<file path="src/rtl/fwd_scoreboard_if.sv">
// rtl/fwd_scoreboard_if.sv - EXE-stage forwarding scoreboard bus interface
//
// Purpose: groups the EXE-stage issue/operand signals and the scoreboard
// responses so the pipeline and the scoreboard share one connection.
//   master (pipeline side): drives freeze, ex_issue, ex_dst, ex_rdy, ex_src,
//                           ex_src_imm, kill1; receives fwd_sel, stall_req,
//                           slot_valid.
//   slave  (scoreboard):    the mirror image of master.
interface fwd_scoreboard_if #(
    parameter int REGW  = 5,
    parameter int NSRC  = 2,
    parameter int DEPTH = 2,
    parameter int FWDW  = 3
);
    logic                        freeze;
    logic                        ex_issue;
    logic [REGW-1:0]             ex_dst;
    logic [FWDW-1:0]             ex_rdy;
    logic [NSRC*REGW-1:0]        ex_src;
    logic [NSRC-1:0]             ex_src_imm;
    logic                        kill1;
    logic [NSRC*(DEPTH+1)-1:0]   fwd_sel;
    logic                        stall_req;
    logic [DEPTH-1:0]            slot_valid;

    modport master (
        output freeze, ex_issue, ex_dst, ex_rdy, ex_src, ex_src_imm, kill1,
        input  fwd_sel, stall_req, slot_valid
    );

    modport slave (
        input  freeze, ex_issue, ex_dst, ex_rdy, ex_src, ex_src_imm, kill1,
        output fwd_sel, stall_req, slot_valid
    );
endinterface

</file>
<file path="src/rtl/fwd_scoreboard.sv">
// rtl/fwd_scoreboard.sv - parametrised EXE-stage forwarding/hazard scoreboard
//
// Purpose: tracks in-flight results in a DEPTH-slot shift scoreboard
// (slot 1 = MEM, slot 2 = WB, higher slots = extra late stages), resolves a
// one-hot bypass select per ALU operand and raises a load-use stall when the
// youngest producer of an operand is not yet forwardable.
//
// Ports:
//   clk            clock
//   rst            synchronous active-high reset (priority over freeze/kill1)
//   bus            fwd_scoreboard_if.slave (issue, operands, fwd_sel,
//                  stall_req, slot_valid)
//   stall_cnt_clr  synchronous clear of the stall counter   (optional)
//   stall_cnt      saturating count of unfrozen stall cycles (optional)
//
// Optional feature: define FWD_SCOREBOARD_STALL_CNT_EN to add the stall
// counter and its two ports.
module fwd_scoreboard #(
    parameter int REGW  = 5,
    parameter int NSRC  = 2,
    parameter int DEPTH = 2,
    parameter int FWDW  = 3
) (
    input  logic                 clk,
    input  logic                 rst,
    fwd_scoreboard_if.slave      bus
`ifdef FWD_SCOREBOARD_STALL_CNT_EN
    ,
    input  logic                 stall_cnt_clr,
    output logic [31:0]          stall_cnt
`endif
);

    localparam int SELW = DEPTH + 1;

    // Slot k lives at index k; index 1 is the youngest (MEM) entry.
    logic [DEPTH:1]    slotValid;
    logic [REGW-1:0]   slotDst [1:DEPTH];
    logic [FWDW-1:0]   slotRdy [1:DEPTH];

    logic [NSRC*SELW-1:0] fwdSel;
    logic                 stallAny;
    logic                 stallReq;

    // Operand resolution. Slots are scanned oldest-to-youngest so the last
    // hit is the youngest match; an older ready entry can therefore never
    // override a younger one that still holds stale-for-us data.
    always_comb begin
        logic [REGW-1:0] src;
        logic            hit;
        int              winK;
        int              winRdy;
        fwdSel   = '0;
        stallAny = 1'b0;
        for (int i = 0; i < NSRC; i++) begin
            src    = bus.ex_src[i*REGW +: REGW];
            hit    = 1'b0;
            winK   = 0;
            winRdy = 0;
            for (int k = DEPTH; k >= 1; k--) begin
                if (slotValid[k] && (slotDst[k] == src) && (src != '0)
                    && !bus.ex_src_imm[i]) begin
                    hit    = 1'b1;
                    winK   = k;
                    winRdy = int'(slotRdy[k]);
                end
            end
            if (hit && (winK < winRdy)) begin
                stallAny           = 1'b1;
                fwdSel[i*SELW]     = 1'b1;
            end else if (hit) begin
                fwdSel[i*SELW + winK] = 1'b1;
            end else begin
                fwdSel[i*SELW]     = 1'b1;
            end
        end
    end

    // A frozen pipe is already stalled; asserting stall too would lose a slot.
    assign stallReq       = stallAny & ~bus.freeze;
    assign bus.stall_req  = stallReq;
    assign bus.fwd_sel    = fwdSel;
    assign bus.slot_valid = slotValid;

    always_ff @(posedge clk) begin
        if (rst) begin
            slotValid <= '0;
            for (int k = 1; k <= DEPTH; k++) begin
                slotDst[k] <= '0;
                slotRdy[k] <= '0;
            end
        end else if (bus.freeze) begin
            if (bus.kill1) begin
                slotValid[1] <= 1'b0;
            end
        end else begin
            for (int k = DEPTH; k >= 2; k--) begin
                slotValid[k] <= slotValid[k-1];
                slotDst[k]   <= slotDst[k-1];
                slotRdy[k]   <= slotRdy[k-1];
            end
            // Squashed MEM entry travels on as a bubble.
            slotValid[2] <= slotValid[1] & ~bus.kill1;
            // Writers to r0 or with no result are never tracked; a stalled
            // EXE instruction leaves a bubble behind it.
            slotValid[1] <= bus.ex_issue & ~stallReq
                            & (bus.ex_rdy != '0) & (bus.ex_dst != '0);
            slotDst[1]   <= bus.ex_dst;
            slotRdy[1]   <= bus.ex_rdy;
        end
    end

`ifdef FWD_SCOREBOARD_STALL_CNT_EN
    logic [31:0] stallCnt;

    always_ff @(posedge clk) begin
        if (rst) begin
            stallCnt <= '0;
        end else if (stall_cnt_clr) begin
            stallCnt <= '0;
        end else if (stallReq && !bus.freeze && (stallCnt != 32'hFFFF_FFFF)) begin
            stallCnt <= stallCnt + 32'd1;
        end
    end

    assign stall_cnt = stallCnt;
`endif

endmodule

</file>
<file path="src/flat_wrapper.sv">
// flat-port wrapper written by rule: the top's interface ports become plain ports
module fwd_scoreboard_flat 
#(
    parameter int REGW  = 5,
    parameter int NSRC  = 2,
    parameter int DEPTH = 2,
    parameter int FWDW  = 3
)
  (clk, rst, bus_freeze, bus_ex_issue, bus_ex_dst, bus_ex_rdy, bus_ex_src, bus_ex_src_imm, bus_kill1, bus_fwd_sel, bus_stall_req, bus_slot_valid);
  fwd_scoreboard_if #(.REGW(REGW), .NSRC(NSRC), .DEPTH(DEPTH), .FWDW(FWDW)) bus_i ();
  input  logic clk;
  input  logic rst;
  input wire logic [$bits(bus_i.freeze)-1:0] bus_freeze;
  input wire logic [$bits(bus_i.ex_issue)-1:0] bus_ex_issue;
  input wire logic [$bits(bus_i.ex_dst)-1:0] bus_ex_dst;
  input wire logic [$bits(bus_i.ex_rdy)-1:0] bus_ex_rdy;
  input wire logic [$bits(bus_i.ex_src)-1:0] bus_ex_src;
  input wire logic [$bits(bus_i.ex_src_imm)-1:0] bus_ex_src_imm;
  input wire logic [$bits(bus_i.kill1)-1:0] bus_kill1;
  output wire logic [$bits(bus_i.fwd_sel)-1:0] bus_fwd_sel;
  output wire logic [$bits(bus_i.stall_req)-1:0] bus_stall_req;
  output wire logic [$bits(bus_i.slot_valid)-1:0] bus_slot_valid;
  assign bus_i.freeze = bus_freeze;
  assign bus_i.ex_issue = bus_ex_issue;
  assign bus_i.ex_dst = bus_ex_dst;
  assign bus_i.ex_rdy = bus_ex_rdy;
  assign bus_i.ex_src = bus_ex_src;
  assign bus_i.ex_src_imm = bus_ex_src_imm;
  assign bus_i.kill1 = bus_kill1;
  assign bus_fwd_sel = bus_i.fwd_sel;
  assign bus_stall_req = bus_i.stall_req;
  assign bus_slot_valid = bus_i.slot_valid;
  fwd_scoreboard #(.REGW(REGW), .NSRC(NSRC), .DEPTH(DEPTH), .FWDW(FWDW)) u_core (.clk(clk), .rst(rst), .bus(bus_i));
endmodule
</file>
<file path="config.mk">
export PLATFORM = sky130hd
export DESIGN_NAME = fwd_scoreboard_flat
export DESIGN_NICKNAME = d
export VERILOG_FILES = /design/src/rtl/fwd_scoreboard_if.sv /design/src/rtl/fwd_scoreboard.sv /design/src/flat_wrapper.sv
export SDC_FILE = /design/constraint.sdc
export NUM_CORES = 1
export LEC_CHECK = 0
export BUFFER_PORTS_ARGS = -buffer_cell sky130_fd_sc_hd__buf_2
export CORE_MARGIN = 10
export CORE_UTILIZATION = 35
export DETAILED_ROUTE_END_ITERATION = 12
export GPL_ROUTABILITY_DRIVEN = 0
export GPL_TIMING_DRIVEN = 0
export PLACE_DENSITY = 0.59
export SLEW_MARGIN = 40
export SYNTH_ARGS = -nofsm -noshare
export SYNTH_HDL_FRONTEND = slang
export SYNTH_SLANG_ARGS = --single-unit
</file>
<file path="constraint.sdc">
create_clock -name clk -period 16.5 [get_ports clk]
set_input_delay 4.95 -clock clk [delete_from_list [all_inputs] [get_ports clk]]
set_output_delay 4.95 -clock clk [all_outputs]
set_load 0.03 [all_outputs]
</file>
==> impl_metrics.xml, run 1 <==
<?xml version="1.0" encoding="UTF-8"?>
<metrics>
  <group name="global_routing">
    <metric name="wire_length_of_the_first_global_routing_pass" unit="mm">4.899</metric>
    <metric name="grt_pass1_vias" unit="">1103</metric>
    <metric name="groute.usage.overall" unit="">0.09528</metric>
    <metric name="grt_antenna_before_repair" unit="">0</metric>
    <metric name="gr-total-overflow" unit="">0</metric>
    <metric name="grt_max_degree" unit="">18</metric>
  </group>
  <group name="pwr">
    <metric name="ir_drop" unit="mV">0.03750</metric>
    <metric name="leakage" unit="nW">0.5545</metric>
    <metric name="pwr_per_cell_area" unit="mW/mm^2">65.68</metric>
  </group>
  <group name="sta">
    <metric name="fmax" unit="MHz">79.13</metric>
    <metric name="final-setup-viol-count" unit="">0</metric>
    <metric name="max_slew_margin" unit="">0.4978</metric>
    <metric name="min_period" unit="ns">12.64</metric>
    <metric name="final_hold_vio_count" unit="">0</metric>
    <metric name="max_slew.worst_pin.slew" unit="ns">0.7533</metric>
    <metric name="post-route-period-util" unit="">0.7660</metric>
    <metric name="setup_skew_after_layout" unit="ns">0.001847</metric>
    <metric name="final_max_slew_viol_count" unit="">0</metric>
    <metric name="setup_repair_after_global_routing_missed_its_margin" unit="">no</metric>
    <metric name="fin_tns_setup" unit="ns">0</metric>
  </group>
  <group name="routing">
    <metric name="detailedRoute.firstIterationViolations" unit="">66</metric>
    <metric name="avgRoutedWirePerCell" unit="um">14.42</metric>
    <metric name="route.detailed.vias_per_inst" unit="">4.995</metric>
    <metric name="drtPass1Iterations" unit="">4</metric>
    <metric name="final_antenna_net_count" unit="">0</metric>
    <metric name="drc_errors" unit="">0</metric>
    <metric name="route.final.wire_length" unit="mm">2.883</metric>
    <metric name="routed-via-count" unit="">999</metric>
  </group>
  <group name="worst_setup_path">
    <metric name="critical_path.slowest_cell" unit="">or4_2</metric>
    <metric name="critical_path.most_common_cell" unit="">buf_2</metric>
    <metric name="crit_path_max_fanout" unit="">3</metric>
    <metric name="crit_path_arrival_time" unit="ns">7.69</metric>
    <metric name="worstSetupStartpoint" unit="">bus_ex_src[4]</metric>
    <metric name="worst_setup_path_end_kind" unit="">output port</metric>
    <metric name="timing.critical_path.cells" unit="">buf_2, xnor2_1, nand2_1, or4_2, nor2_1, a22oi_1, ha_1, a21oi_1, or2_2, a31o_1, o31a_1, buf_2</metric>
    <metric name="critPathTopFamily" unit="">simple AND/OR/NAND/NOR gates</metric>
    <metric name="r2r-start" unit="">u_core.slotDst[2][2]$_SDFFCE_PN0P_</metric>
    <metric name="worst_setup_path_start_kind" unit="">input port</metric>
    <metric name="critical_path.max_stage_delay" unit="ns">0.69</metric>
    <metric name="crit_buf_inv" unit="">2</metric>
    <metric name="worst_ep_required_time" unit="ns">11.55</metric>
    <metric name="timing.setup.critical_path_class" unit="">in2out</metric>
  </group>
  <group name="floorplan">
    <metric name="start_util" unit="">0.3645</metric>
    <metric name="floorplan.die.height" unit="um">78.95</metric>
    <metric name="die-area" unit="mm^2">0.006232</metric>
    <metric name="die_width" unit="um">78.95</metric>
    <metric name="coreArea" unit="mm^2">0.003337</metric>
    <metric name="floorplan.rows" unit="">21</metric>
    <metric name="num_io_pins" unit="">34</metric>
  </group>
  <group name="clock_network">
    <metric name="resize_count_post_cts" unit="">0</metric>
    <metric name="cts.repair_timing.setup_buffer_count" unit="">0</metric>
    <metric name="clock-root-buffer" unit="">clkbuf_4</metric>
    <metric name="clkTransAtPathRegs" unit="ns">0.10</metric>
    <metric name="cts_made_buffers" unit="">3</metric>
    <metric name="cts_hold_buffers" unit="">0</metric>
    <metric name="cts_tree" unit="">done</metric>
    <metric name="cts_max_level" unit="">1</metric>
    <metric name="clockBufferDepth" unit="">2</metric>
    <metric name="insertion_delay" unit="ns">0.29</metric>
    <metric name="clock-sinks" unit="">18</metric>
  </group>
  <group name="final_layout">
    <metric name="final_cell_mix" unit="">33 x buf_2, 20 x xnor2_1, 16 x and2_1, 16 x edfxtp_1, 8 x nor2_1</metric>
    <metric name="final_nets" unit="">182</metric>
    <metric name="drive_above_1_share" unit="">0.2987</metric>
    <metric name="area_delta_synth_final" unit="%">20.47</metric>
    <metric name="most_frequent_standard_cell_in_the_layout_excluding_fill_and_tap_cells" unit="">buf_2</metric>
    <metric name="utilization_after_layout" unit="">0.4391</metric>
    <metric name="insertedDiodeCount" unit="">0</metric>
  </group>
  <group name="logic_synthesis">
    <metric name="synthesized_flop_and_latch_total" unit="">18</metric>
    <metric name="postSynthNetCount" unit="">144</metric>
    <metric name="synthArstFlopShare" unit="">0</metric>
    <metric name="syn_inst" unit="">117</metric>
    <metric name="largest_area_contributor_in_the_synthesized_netlist" unit="">edfxtp_1</metric>
    <metric name="post_synth.cell_area_avg" unit="um^2">10.39</metric>
    <metric name="post_synth_main_area_contributors" unit="">edfxtp_1 40%, xnor2_1 14%, and2_1 8.2%</metric>
    <metric name="synth_cell_types" unit="">33</metric>
    <metric name="dominantRegCellSynth" unit="">edfxtp_1</metric>
    <metric name="synth.yosys.seq_area_share" unit="">0.4280</metric>
    <metric name="post-synth-top-area-fraction" unit="">0.3951</metric>
    <metric name="yosys_warnings" unit="">0</metric>
    <metric name="synthesis.area" unit="mm^2">0.001216</metric>
    <metric name="synth_enable_flop_cells" unit="">16</metric>
  </group>
  <group name="hold_path">
    <metric name="min_path_type" unit="">reg2reg</metric>
    <metric name="timing.hold.worst.start" unit="">u_core.slotRdy[1][0]$_SDFFCE_PN0P_</metric>
  </group>
  <group name="placed_design">
    <metric name="io_buffers" unit="">33</metric>
    <metric name="hpwl" unit="mm">2.427</metric>
  </group>
  <group name="run_status">
    <metric name="run_status" unit="">finished, final reports clean</metric>
  </group>
  <group name="flow_run">
    <metric name="cap_viol_max_count" unit="">0</metric>
  </group>
</metrics>
-- layout make-up --
class | count | area [um^2]
plain buffers | 1 | 3.754
inverters | 2 | 7.507
repair buffers | 33 | 165.2
well taps | 46 | 57.56
clock buffers | 4 | 26.28
multi-input cells | 96 | 684.4
fillers | 342 | 1872
flip-flops and latches | 18 | 520.5
-- cell families after synthesis --
kind of cell    synth area share
flops                     0.4280
simple gates              0.2788
compound gates            0.1193
xor+xnor                  0.1440
fa+ha+maj                0.02057
buf+inv                 0.009259
-- routing by layer --
| metal | GRT usage | wire length [um] |
|---|---|---|
| met1 | 0.1243 | 1479 |
| met2 | 0.1505 | 1198 |
| met3 | 0.02252 | 184 |
| met4 | 0.03226 | 20 |
| met5 | 0 | 0 |
-- state kept, by name, summed over array words and instances (netlist names) --
name / flops
u_core.slotDst: 10
u_core.slotRdy: 6
u_core.bus.slot_valid: 2
-- cell usage after synthesis (2+ instances only) --
master    count
a22oi_1       2
nand2_1       6
or4_1         2
ha_1          2
inv_1         2
and2_1       16
nor2_1        8
edfxtp_1     16
or2_2         2
xnor2_1      20
a21oi_1       3
nor4_1        3
dfxtp_1       2
nand4_1       3
or3_1         2
o21a_1        4
nor3_1        7
o22ai_1       2
-- metrics by stage --
stage                     total power, mW  std cells  cell area (um^2)  worst slack (ns)  hold WS [ns]
final                             0.09623        200              1465             3.862        0.5259
after detailed placement          0.07490        196              1439             3.844        0.5050
after CTS                         0.09681        200              1465             3.837        0.5285
after global routing               0.1009        200              1465             3.660        0.5433
after floorplan                   0.06740        117              1216             4.201        0.4967
after global placement            0.07415        196              1439             3.904        0.5033
-- report_power, final --
part / switching (mW) / leakage [nW] / internal, mW
Combinational: 0.00849 / 0.349 / 0.00894
Sequential: 0.00319 / 0.191 / 0.0531
Clock: 0.0131 / 0.0150 / 0.00939
Total: 0.0248 / 0.554 / 0.0715
-- final timing paths --
path	end	cells past startpoint	slack, ns
min reg2reg	u_core.slotRdy[2][0]$_SDFFCE_PN0P_	1	0.53
max reg2reg	u_core.bus.slot_valid[0]$_SDFFE_PP0P_	10	13.51
min	u_core.slotRdy[2][0]$_SDFFCE_PN0P_	1	0.53
max	bus_stall_req	12	3.86
(Power assumes the default switching activity.)
==> inputs of run 2 (changes only) <==
--- a/config.mk
+++ b/config.mk
@@ -11,7 +11,7 @@
 export DETAILED_ROUTE_END_ITERATION = 12
 export GPL_ROUTABILITY_DRIVEN = 0
 export GPL_TIMING_DRIVEN = 0
-export PLACE_DENSITY = 0.59
+export PLACE_DENSITY = 0.61
 export SLEW_MARGIN = 40
 export SYNTH_ARGS = -nofsm -noshare
 export SYNTH_HDL_FRONTEND = slang
==> constraint.sdc (replaced) <==
create_clock -name clk -period 10.1 [get_ports clk]
set_input_delay 3.03 -clock clk [delete_from_list [all_inputs] [get_ports clk]]
set_output_delay 3.03 -clock clk [all_outputs]
set_load 0.03 [all_outputs]
==> impl_metrics.xml, run 2 (synthesized netlist as in run 1, its figures left out) <==
<?xml version="1.0" encoding="UTF-8"?>
<metrics>
  <group name="pwr">
    <metric name="finalPower" unit="uW">155.6</metric>
    <metric name="ir_drop" unit="mV">0.05385</metric>
    <metric name="pwr_per_cell_area" unit="mW/mm^2">106.2</metric>
    <metric name="leakage" unit="nW">0.5548</metric>
  </group>
  <group name="sta">
    <metric name="min_period" unit="ns">8.788</metric>
    <metric name="final_max_slew_viol_count" unit="">0</metric>
    <metric name="post-route-period-util" unit="">0.8701</metric>
    <metric name="setup_repair_after_global_routing_missed_its_margin" unit="">no</metric>
    <metric name="final_hold_vio_count" unit="">0</metric>
    <metric name="final-setup-viol-count" unit="">0</metric>
    <metric name="max_slew.worst_pin.slew" unit="ns">0.7576</metric>
    <metric name="fmax" unit="MHz">113.8</metric>
    <metric name="fin_tns_setup" unit="ns">0</metric>
    <metric name="setup_skew_after_layout" unit="ns">0.0009162</metric>
    <metric name="max_slew_margin" unit="">0.4950</metric>
  </group>
  <group name="clock_network">
    <metric name="resize_count_post_cts" unit="">0</metric>
    <metric name="cts_made_buffers" unit="">3</metric>
    <metric name="cts_hold_buffers" unit="">0</metric>
    <metric name="cts_tree" unit="">done</metric>
    <metric name="clock-root-buffer" unit="">clkbuf_4</metric>
    <metric name="clkTransAtPathRegs" unit="ns">0.10</metric>
    <metric name="cts.repair_timing.setup_buffer_count" unit="">0</metric>
    <metric name="insertion_delay" unit="ns">0.28</metric>
    <metric name="clock-sinks" unit="">18</metric>
    <metric name="cts_max_level" unit="">1</metric>
    <metric name="clockBufferDepth" unit="">2</metric>
  </group>
  <group name="worst_setup_path">
    <metric name="timing.setup.critical_path_class" unit="">in2out</metric>
    <metric name="regToRegSetupSlack" unit="ns">7.12</metric>
    <metric name="worst_ep_required_time" unit="ns">7.07</metric>
    <metric name="crit_buf_inv" unit="">2</metric>
    <metric name="timing.critical_path.cells" unit="">buf_2, xnor2_1, nand2_1, or4_2, nor2_1, a22oi_1, ha_1, a21oi_1, or2_2, a31o_1, o31a_1, buf_2</metric>
    <metric name="worst_setup_path_end_kind" unit="">output port</metric>
    <metric name="critical_path.max_stage_delay" unit="ns">0.69</metric>
    <metric name="crit_path_arrival_time" unit="ns">5.76</metric>
    <metric name="timing.critical_path.depth" unit="">12</metric>
    <metric name="crit_path_max_fanout" unit="">3</metric>
    <metric name="critical_path.slowest_cell" unit="">or4_2</metric>
    <metric name="rr_endpoint" unit="">u_core.bus.slot_valid[0]$_SDFFE_PP0P_</metric>
    <metric name="worst_setup_path_start_kind" unit="">input port</metric>
    <metric name="r2r-start" unit="">u_core.slotDst[2][4]$_SDFFCE_PN0P_</metric>
    <metric name="reg2regPathDepth" unit="">10</metric>
    <metric name="critical_path.most_common_cell" unit="">buf_2</metric>
    <metric name="critPathTopFamily" unit="">simple AND/OR/NAND/NOR gates</metric>
    <metric name="crit_end" unit="">bus_stall_req</metric>
    <metric name="worstSetupStartpoint" unit="">bus_ex_src[4]</metric>
  </group>
  <group name="flow_run">
    <metric name="cap_viol_max_count" unit="">0</metric>
  </group>
  <group name="global_routing">
    <metric name="wire_length_of_the_first_global_routing_pass" unit="mm">4.802</metric>
    <metric name="grt_antenna_before_repair" unit="">0</metric>
    <metric name="grt_pass1_vias" unit="">1089</metric>
    <metric name="gr-total-overflow" unit="">0</metric>
    <metric name="use_met1" unit="">0.1176</metric>
    <metric name="grt_use_met3" unit="">0.03266</metric>
    <metric name="globalRouteMet2Util" unit="">0.1423</metric>
    <metric name="top_usage_layer" unit="">met2</metric>
    <metric name="groute.usage.overall" unit="">0.09224</metric>
    <metric name="grt_max_degree" unit="">18</metric>
  </group>
  <group name="floorplan">
    <metric name="floorplan.rows" unit="">21</metric>
    <metric name="die_width" unit="um">78.95</metric>
    <metric name="num_io_pins" unit="">34</metric>
    <metric name="floorplan.die.height" unit="um">78.95</metric>
    <metric name="coreArea" unit="mm^2">0.003337</metric>
    <metric name="start_util" unit="">0.3645</metric>
    <metric name="die-area" unit="mm^2">0.006232</metric>
  </group>
  <group name="routing">
    <metric name="avgRoutedWirePerCell" unit="um">14.15</metric>
    <metric name="routed-via-count" unit="">1012</metric>
    <metric name="drtPass1Iterations" unit="">4</metric>
    <metric name="drc_errors" unit="">0</metric>
    <metric name="route.detailed.vias_per_inst" unit="">5.060</metric>
    <metric name="detailedRoute.firstIterationViolations" unit="">75</metric>
    <metric name="final_antenna_net_count" unit="">0</metric>
    <metric name="route.final.wire_length" unit="mm">2.830</metric>
  </group>
  <group name="placed_design">
    <metric name="io_buffers" unit="">33</metric>
    <metric name="hpwl" unit="mm">2.434</metric>
  </group>
  <group name="hold_path">
    <metric name="min_path_type" unit="">reg2reg</metric>
  </group>
  <group name="final_layout">
    <metric name="largest_reg_flops" unit="">10</metric>
    <metric name="final_cell_mix" unit="">33 x buf_2, 20 x xnor2_1, 16 x and2_1, 16 x edfxtp_1, 8 x nor2_1</metric>
    <metric name="most_frequent_standard_cell_in_the_layout_excluding_fill_and_tap_cells" unit="">buf_2</metric>
    <metric name="registers.top_by_ff_count" unit="">u_core.slotDst</metric>
    <metric name="area_delta_synth_final" unit="%">20.47</metric>
    <metric name="insertedDiodeCount" unit="">0</metric>
    <metric name="final_nets" unit="">182</metric>
    <metric name="drive_above_1_share" unit="">0.2987</metric>
  </group>
  <group name="run_status">
    <metric name="run_status" unit="">finished, final reports clean</metric>
  </group>
</metrics>
==> run 2: cell type report <==
cell class              count  area [um^2]
fillers                   340         1872
multi-input cells          96        684.4
flip-flops and latches     18        520.5
repair buffers             33        165.2
well taps                  46        57.56
clock buffers               3        22.52
inverters                   2        7.507
clock inverters             1        3.754
plain buffers               1        3.754
==> run 2: worst min path at each step <==
stage	start	to	slack [ns]	depth (start not counted)
2_1_floorplan	u_core.slotRdy[1][0]$_SDFFCE_PN0P_	u_core.slotRdy[2][0]$_SDFFCE_PN0P_	0.50	1
6_report	u_core.slotRdy[1][0]$_SDFFCE_PN0P_	u_core.slotRdy[2][0]$_SDFFCE_PN0P_	0.52	1
5_1_grt	u_core.slotRdy[1][0]$_SDFFCE_PN0P_	u_core.slotRdy[2][0]$_SDFFCE_PN0P_	0.54	1
3_3_place_gp	u_core.slotRdy[1][0]$_SDFFCE_PN0P_	u_core.slotRdy[2][0]$_SDFFCE_PN0P_	0.50	1
4_1_cts	u_core.slotRdy[1][0]$_SDFFCE_PN0P_	u_core.slotRdy[2][0]$_SDFFCE_PN0P_	0.53	1
3_5_place_dp	u_core.slotRdy[1][0]$_SDFFCE_PN0P_	u_core.slotRdy[2][0]$_SDFFCE_PN0P_	0.50	1
==> run 2: per-stage QoR <==
stage / util / std cells / hold WS, ns / setup slack [ns] / instance area, um^2
final: 0.4391 / 200 / 0.5236 / 1.312 / 1465
after global routing: 0.4391 / 200 / 0.5411 / 1.089 / 1465
after CTS: 0.4391 / 200 / 0.5269 / 1.298 / 1465
after detailed placement: 0.4312 / 196 / 0.5042 / 1.303 / 1439
after global placement: 0.4312 / 196 / 0.5025 / 1.348 / 1439
after floorplan: - / 117 / 0.4967 / 1.641 / 1216
==> run 2: layer usage <==
metal  up-vias  part of all wire
li1        509                 -
met1       463              0.48
met2        36              0.42
met3         4             0.087
met4         0            0.0095
met5         -                 0
==> run 2: report_power, final <==
group / internal (mW) / switching (mW)
clock network: 0.0144 / 0.0211
registers: 0.0868 / 0.00494
logic: 0.0146 / 0.0139
